===== config.mk =====
export PLATFORM = sky130hd
export DESIGN_NAME = ingress_writer
export DESIGN_NICKNAME = d
export VERILOG_FILES = /design/src/rtl/ingress_writer.sv
export SDC_FILE = /design/constraint.sdc
export NUM_CORES = 1
export LEC_CHECK = 0
export CAP_MARGIN = 20
export CORE_AREA = 2 2 166 103
export CTS_BUF_LIST = sky130_fd_sc_hd__clkbuf_8
export DETAILED_ROUTE_END_ITERATION = 6
export DIE_AREA = 0 0 168 105
export PLACE_DENSITY = 0.58
export SKIP_LAST_GASP = 1
export SYNTH_ARGS = -nofsm -noshare
export SYNTH_HDL_FRONTEND = slang
export SYNTH_SLANG_ARGS = --single-unit

===== constraint.sdc =====
create_clock -name clk -period 2.9 [get_ports clk]
set_input_delay 0.58 -clock clk [delete_from_list [all_inputs] [get_ports clk]]
set_output_delay 0.58 -clock clk [all_outputs]
set_load 0.02 [all_outputs]

===== src/rtl/ingress_writer.sv =====
// Packet ingress writer: stores accepted words into the input RAM, appends a zero
// terminator per packet and only then advances the commit pointer seen by the scheduler.
module ingress_writer #(
   parameter int unsigned MAX_ADDR      = 4094,
   parameter int unsigned MAX_PKT_WORDS = 1024
) (
   input  logic        clk,
   input  logic        reset,
   input  logic [31:0] in_data,
   input  logic        in_valid,
   input  logic        in_last,
   output logic        in_ready,
   output logic        ram_wren,
   output logic [11:0] ram_wr_add,
   output logic [31:0] ram_wr_data,
   output logic [11:0] input_ram_wr_add,
   output logic [15:0] pkt_count,
   output logic [15:0] drop_count
);

   typedef enum logic [1:0] {IDLE, PAYLOAD, TERM, DROP} state_t;

   state_t      state_q, state_d;
   logic [11:0] wp_q, wp_d;
   logic [11:0] cp_q, cp_d;
   logic [15:0] words_q, words_d;
   logic        full_q, full_d;
   logic        ram_wren_q, ram_wren_d;
   logic [11:0] ram_wr_add_q, ram_wr_add_d;
   logic [31:0] ram_wr_data_q, ram_wr_data_d;
   logic [15:0] pkt_count_q, pkt_count_d;
   logic [15:0] drop_count_q, drop_count_d;

   logic        accept;
   logic        storable;
   logic [15:0] words_cur;
   logic [15:0] drop_inc;

   assign in_ready  = !reset && (state_q != TERM);
   assign accept    = in_valid && in_ready;
   assign words_cur = (state_q == IDLE) ? 16'd0 : words_q;
   // full_q keeps the buffer closed after a rollback lowers wp again: no wrap until reset
   assign storable  = (in_data != 32'd0) && !full_q &&
                      ({20'd0, wp_q} < MAX_ADDR) &&
                      ({16'd0, words_cur} < MAX_PKT_WORDS);
   assign drop_inc  = (drop_count_q == 16'hFFFF) ? drop_count_q : drop_count_q + 16'd1;

   always_comb begin
      state_d       = state_q;
      wp_d          = wp_q;
      cp_d          = cp_q;
      words_d       = words_q;
      ram_wren_d    = 1'b0;
      ram_wr_add_d  = ram_wr_add_q;
      ram_wr_data_d = ram_wr_data_q;
      pkt_count_d   = pkt_count_q;
      drop_count_d  = drop_count_q;
      case (state_q)
         IDLE, PAYLOAD: begin
            if (accept) begin
               if (storable) begin
                  ram_wren_d    = 1'b1;
                  ram_wr_add_d  = wp_q;
                  ram_wr_data_d = in_data;
                  wp_d          = wp_q + 12'd1;
                  words_d       = words_cur + 16'd1;
                  state_d       = in_last ? TERM : PAYLOAD;
               end else begin
                  wp_d         = cp_q;
                  drop_count_d = drop_inc;
                  state_d      = in_last ? IDLE : DROP;
               end
            end
         end
         TERM: begin
            ram_wren_d    = 1'b1;
            ram_wr_add_d  = wp_q;
            ram_wr_data_d = 32'd0;
            wp_d          = wp_q + 12'd1;
            cp_d          = wp_q + 12'd1;
            pkt_count_d   = (pkt_count_q == 16'hFFFF) ? pkt_count_q : pkt_count_q + 16'd1;
            state_d       = IDLE;
         end
         DROP: begin
            if (accept && in_last) state_d = IDLE;
         end
         default: state_d = IDLE;
      endcase
      full_d = full_q || ({20'd0, wp_d} >= MAX_ADDR);
   end

   always_ff @(posedge clk) begin
      if (reset) begin
         state_q       <= IDLE;
         wp_q          <= 12'd0;
         cp_q          <= 12'd0;
         words_q       <= 16'd0;
         full_q        <= 1'b0;
         ram_wren_q    <= 1'b0;
         ram_wr_add_q  <= 12'd0;
         ram_wr_data_q <= 32'd0;
         pkt_count_q   <= 16'd0;
         drop_count_q  <= 16'd0;
      end else begin
         state_q       <= state_d;
         wp_q          <= wp_d;
         cp_q          <= cp_d;
         words_q       <= words_d;
         full_q        <= full_d;
         ram_wren_q    <= ram_wren_d;
         ram_wr_add_q  <= ram_wr_add_d;
         ram_wr_data_q <= ram_wr_data_d;
         pkt_count_q   <= pkt_count_d;
         drop_count_q  <= drop_count_d;
      end
   end

   assign ram_wren         = ram_wren_q;
   assign ram_wr_add       = ram_wr_add_q;
   assign ram_wr_data      = ram_wr_data_q;
   assign input_ram_wr_add = cp_q;
   assign pkt_count        = pkt_count_q;
   assign drop_count       = drop_count_q;

endmodule


==> results of run 1 <==
[critical path, cell delays in order]
cell,delay [ps]
clkdlybuf4s50_1,500
nor4_1,70
buf_4,130
and4_1,270
a211oi_4,360
inv_4,100
buf_4,150
nor3_1,190
nor3_1,90
or3_1,400
o31ai_2,230
[cell usage in the layout (no fill, tap or decap), drive strengths merged, types with 5 or more instances in the layout]
cell type / count
a211oi: 11
a21oi: 78
and2: 11
and3: 8
and4: 7
buf: 50
clkbuf: 17
clkdlybuf4s50: 124
clkinv: 6
dfxtp: 120
ha: 6
inv: 16
nand2: 92
nand2b: 5
nand3: 46
nand4: 13
nor2: 69
nor2b: 7
nor3: 23
nor4: 14
o21ai: 19
or3: 13
xnor2: 23
xor2: 13
[metrics by stage]
| step | setup WS, ps | area (um2) |
|---|---|---|
| floorplan | 522 | 5390 |
| global placement | -218 | 7090 |
| detailed placement | -229 | 7090 |
| CTS | 247 | 7520 |
| global route | 93.2 | 7520 |
| finish | 194 | 7520 |
[layout make-up]
cell class                 instances  area [um2]  area share, %
multi-input combinational        495        2750           36.6
sequential                       120        2400           31.9
timing repair buffer             174        1620           21.5
tap                              209         262           3.48
clock buffer                      17         234           3.11
clock inverter                    15         201           2.68
inverter                          14        55.1          0.732
[power groups by stage]
stage	Clock (mW)	Combinational (mW)	Sequential, mW
floorplan	0	0.158	1.78
global placement	0	0.388	1.76
detailed placement	0	0.391	1.76
CTS	1.71	0.392	1.72
global route	1.78	0.423	1.72
finish	1.67	0.392	1.72
[kinds of logic after synthesis]
kind of cell	Yosys count	share of synthesized area (%)
XOR/XNOR	36	5.85
adder cells (fa/ha/maj)	6	1.39
flip-flops	120	44.6
AND/OR/NAND/NOR	313	27.8
AO/OA/AOI/OAI	135	15.0
buffers and inverters	58	4.41
multiplexers	5	0.975
[state kept, by name (all words and copies together) (netlist names)]
signal / count
drop_count: 16
full_q: 1
input_ram_wr_add: 12
pkt_count: 16
ram_wr_add: 12
ram_wr_data: 32
ram_wren: 1
state_q: 2
words_q: 16
wp_q: 12
[routing by layer]
layer  up-vias  wire length [um]  GRT usage [%]
li1       2659                 -              -
met4         0               140           4.35
met1      2541              8360           27.5
met3        15              1380           6.67
met5         -                 0              0
met2       186              6890           27.7
[worst max path at each step]
stage | start | to | cells after the start
global placement | in_data[0] | full_q$_SDFF_PP0_ | 9
global route | in_data[8] | full_q$_SDFF_PP0_ | 11
detailed placement | in_data[8] | full_q$_SDFF_PP0_ | 11
floorplan | reset | words_q[1]$_SDFFE_PP0P_ | 8
finish | in_data[8] | full_q$_SDFF_PP0_ | 11
CTS | in_data[8] | full_q$_SDFF_PP0_ | 11
==> results.json, run 1 <==
{
  "outcome": "completed",
  "syn2layout_area_growth_pct": 39.6,
  "r2r_cells": 8,
  "cts_buffers": 17,
  "grt_pass1_vias": 5153,
  "postCtsSetupBuffers": 0,
  "regToRegEndpoint": "full_q$_SDFF_PP0_",
  "wl_per_cell_um": 16.1,
  "yosysUniqueCellTypes": 50,
  "critPathCaptureType": "flop",
  "final_nets": 864,
  "htreeDepth": 4,
  "setup_viol": 0,
  "core_um2": 16000,
  "period_minus_slack_ps": 2710,
  "min_path_type": "reg2reg",
  "cts_tree": "yes",
  "wl_um": 16800,
  "fp.dieArea_um2": 17600,
  "path_clk_slew_ps": 80,
  "root_buffer": "clkbuf_8",
  "cp.required_ps": 3270,
  "tightestPinTransition_ps": 729,
  "drc_errors": 0,
  "power.switching_mw": 0.988,
  "synth_top_area_share_pct": 44.6,
  "fmax_ghz": 0.370,
  "whs_endpoint": "ram_wr_add[4]$_SDFFE_PP0P_",
  "utilization_pct": 47.1,
  "yosys.area.top_type": "dfxtp_1",
  "worstSetupPathType": "in2reg",
  "path_max_fanout": 8,
  "finalClockSkew_ps": 8.06,
  "numPortBuffers": 125,
  "seq_area_frac_synth_pct": 44.6,
  "grt_pass1_wl_um": 26900,
  "cts_resized": 0,
  "synth.most_common_cell": "dfxtp_1",
  "p_int_mw": 2.80,
  "synthTopCellsByArea": "dfxtp_1 45%, a21oi_1 7.2%, nand2_1 6.4%, nor2_1 4.7%, nand3_1 4.3%",
  "drt-initial-drc-count": 424,
  "p_total_mw": 3.79,
  "hp-start": "ram_wr_add[4]$_SDFFE_PP0P_",
  "synth-seq-cells": 120,
  "critPathLaunchType": "input pin",
  "max_slew_margin_pct": 51.4,
  "syn_area_per_cell_um2": 8.01,
  "die_h_um": 105,
  "via_per_inst": 5.17,
  "pwr-share-seq_pct": 45.4,
  "track_usage_pct": 19.3,
  "leakagePower_nw": 2.60,
  "vias": 5401,
  "instances_no_fill": 1044,
  "numClockSinks": 120,
  "regToRegStartpoint": "wp_q[1]$_SDFF_PP0_",
  "gp_congestion": 0.880,
  "holdBufCountCts": 0,
  "power_density_nw_per_um2": 503,
  "cts_buffer_depth": 2,
  "worst_skew_pair.late_latency_ps": 450,
  "place_inst": 1012,
  "drive_above_1_share_pct": 11.0,
  "diodes": 0,
  "antenna_found_initial": 0,
  "yosys-top-cells-count": "120 x dfxtp_1, 92 x nand2_1, 78 x a21oi_1",
  "die_x_um": 168,
  "switching_share_pct": 26.1,
  "hold_viol_final": 0,
  "dpl.hpwl_um": 12100,
  "ioPinCount": 126,
  "combPwrFrac_pct": 10.3,
  "fillers": 1525,
  "drv_cap": 0,
  "async_flop_share_pct": 0,
  "synth_nets": 715,
  "clkPwrFrac_pct": 44.2,
  "synth_cells": 673,
  "min_path_cells": 2,
  "finalMaxSlewViolations": 0,
  "rrSetupSlack_ps": 350,
  "fin_crit_sh_pct": 93.3,
  "worst_ep_arrival_time_ps": 3070,
  "netlist_area_um2": 5390,
  "drtPass1Iterations": 4,
  "peakVddDrop_mv": 0.260,
  "synth-main-ff-cell": "dfxtp_1",
  "whs_ps": 454,
  "rsz0062_at_grt": "false",
  "fin_tns_setup_ps": 0,
  "synth_edf_count": 0,
  "rows": 36,
  "grt_overflow_total": 0,
  "yosysWarnings": 0,
  "grt_max_degree": 69,
  "start_util_pct": 33.7,
  "postRouteAntennaNets": 0
}
Note: power is estimated with default switching activity, not from simulation.
==> run 2: changes to the inputs <==
Settings changed: RECOVER_POWER set to 50.
==> results.json, run 2 (synthesis gave the netlist of run 1 again) <==
{
  "outcome": "completed",
  "path_max_fanout": 8,
  "wl_um": 16800,
  "cts_buffers": 17,
  "clkPwrFrac_pct": 44.5,
  "antenna_found_initial": 0,
  "path_cells": "clkdlybuf4s50_1 > nor4_1 > buf_4 > and4_1 > a211oi_4 > inv_4 > buf_4 > nor3_1 > nor3_1 > or3_1 > o31ai_2",
  "place_inst": 1012,
  "fp.dieArea_um2": 17600,
  "syn2layout_area_growth_pct": 39.4,
  "die_x_um": 168,
  "core_um2": 16000,
  "whs_ps": 451,
  "fmax_ghz": 0.368,
  "drt-initial-drc-count": 369,
  "power.switching_mw": 0.991,
  "final_nets": 864,
  "critPathCaptureType": "flop",
  "drv_cap": 0,
  "tightestPinTransition_ps": 1090,
  "critPathLaunchType": "input pin",
  "dpl.hpwl_um": 12100,
  "finalMaxSlewViolations": 0,
  "finalClockSkew_ps": 8.10,
  "setup_slack_ps": 183,
  "holdBufCountCts": 0,
  "pwr-share-seq_pct": 45.5,
  "die_h_um": 105,
  "utilization_pct": 47.0,
  "grt_pass1_vias": 5153,
  "max_slew_margin_pct": 27.6,
  "ioPinCount": 126,
  "worst_skew_pair.late_latency_ps": 450,
  "root_buffer": "clkbuf_8",
  "switching_share_pct": 26.3,
  "p_int_mw": 2.79,
  "setup_viol": 0,
  "max_stage_delay_ps": 510,
  "wl_per_cell_um": 16.1,
  "postRouteAntennaNets": 0,
  "cts_resized": 0,
  "drtPass1Iterations": 5,
  "place_area_um2": 7090,
  "grt_max_degree": 69,
  "slowest_stage": "clkdlybuf4s50_1",
  "worst_ep_arrival_time_ps": 3080,
  "drive_above_1_share_pct": 10.7,
  "grt_pass1_wl_um": 26900,
  "gp_congestion": 0.880,
  "p_total_mw": 3.78,
  "leakagePower_nw": 2.87,
  "cp.required_ps": 3270,
  "combPwrFrac_pct": 10.0,
  "fin_tns_setup_ps": 0,
  "largest_register_ffs": 32,
  "peakVddDrop_mv": 0.260,
  "final_area_um2": 7510,
  "postCtsSetupBuffers": 0,
  "vias": 5416,
  "start_util_pct": 33.7,
  "rows": 36,
  "track_usage_pct": 19.3,
  "rsz0062_at_grt": "false",
  "instances_no_fill": 1044,
  "final_common_cell": "dfxtp_1",
  "grt_overflow_total": 0,
  "fin_crit_sh_pct": 93.7,
  "post-place-ws_ps": -229,
  "layout_common_cells": "120 x dfxtp_1, 92 x nand2_1, 86 x dlygate4sd3_1, 78 x a21oi_1, 68 x nor2_1",
  "htreeDepth": 4,
  "min_path_type": "reg2reg",
  "diodes": 0,
  "numClockSinks": 120,
  "numPortBuffers": 125,
  "cts_buffer_depth": 2,
  "via_per_inst": 5.19,
  "path_clk_slew_ps": 80,
  "drc_errors": 0,
  "hold_viol_final": 0,
  "period_minus_slack_ps": 2720,
  "worstSetupPathType": "in2reg",
  "power_density_nw_per_um2": 503,
  "cts_tree": "yes"
}
[run 2: cell types whose count changed in the layout (fill, tap and decap cells not counted)]
cell and change:
buf_4 -3, clkbuf_1 +3, clkdlybuf4s50_1 -86, dlygate4sd3_1 +86
[run 2: final timing paths]
| check | from | endpoint | slack, ps | cells past startpoint |
|---|---|---|---|---|
| worst max-delay path | in_data[8] | full_q$_SDFF_PP0_ | 180 | 11 |
| worst min-delay path | ram_wr_add[7]$_SDFFE_PP0P_ | ram_wr_add[7]$_SDFFE_PP0P_ | 450 | 2 |
| worst max register to register | state_q[1]$_SDFFE_PP0P_ | full_q$_SDFF_PP0_ | 320 | 8 |
| worst min register to register | ram_wr_add[7]$_SDFFE_PP0P_ | ram_wr_add[7]$_SDFFE_PP0P_ | 450 | 2 |
[run 2: cell type report]
class	instances	area (um2)
timing repair buffer	174	1610
fill	1529	8480
clock buffer	17	234
multi-input combinational	495	2750
tap	209	262
clock inverter	15	201
inverter	14	55.1
sequential	120	2400
[run 2: worst max-delay path, delay by kind of cell]
family,cells,cell delay [ps]
AND/OR/NAND/NOR,5,1030
buffers and inverters,4,890
AO/OA/AOI/OAI,2,600
[run 2: power by group through the flow]
stage	Combinational, mW	Sequential (mW)	Clock, mW
6_report	0.379	1.72	1.68
5_1_grt	0.411	1.72	1.78
4_1_cts	0.392	1.72	1.71
3_5_place_dp	0.391	1.76	0
3_3_place_gp	0.388	1.76	0
2_1_floorplan	0.158	1.78	0
[run 2: metal layers]
metal,global-route usage [%],part of all wire (%),vias to the layer above
met4,4.35,0.86,0
li1,-,-,2659
met2,27.7,41,211
met5,0,0,-
met1,27.5,50,2532
met3,6.67,8.6,14
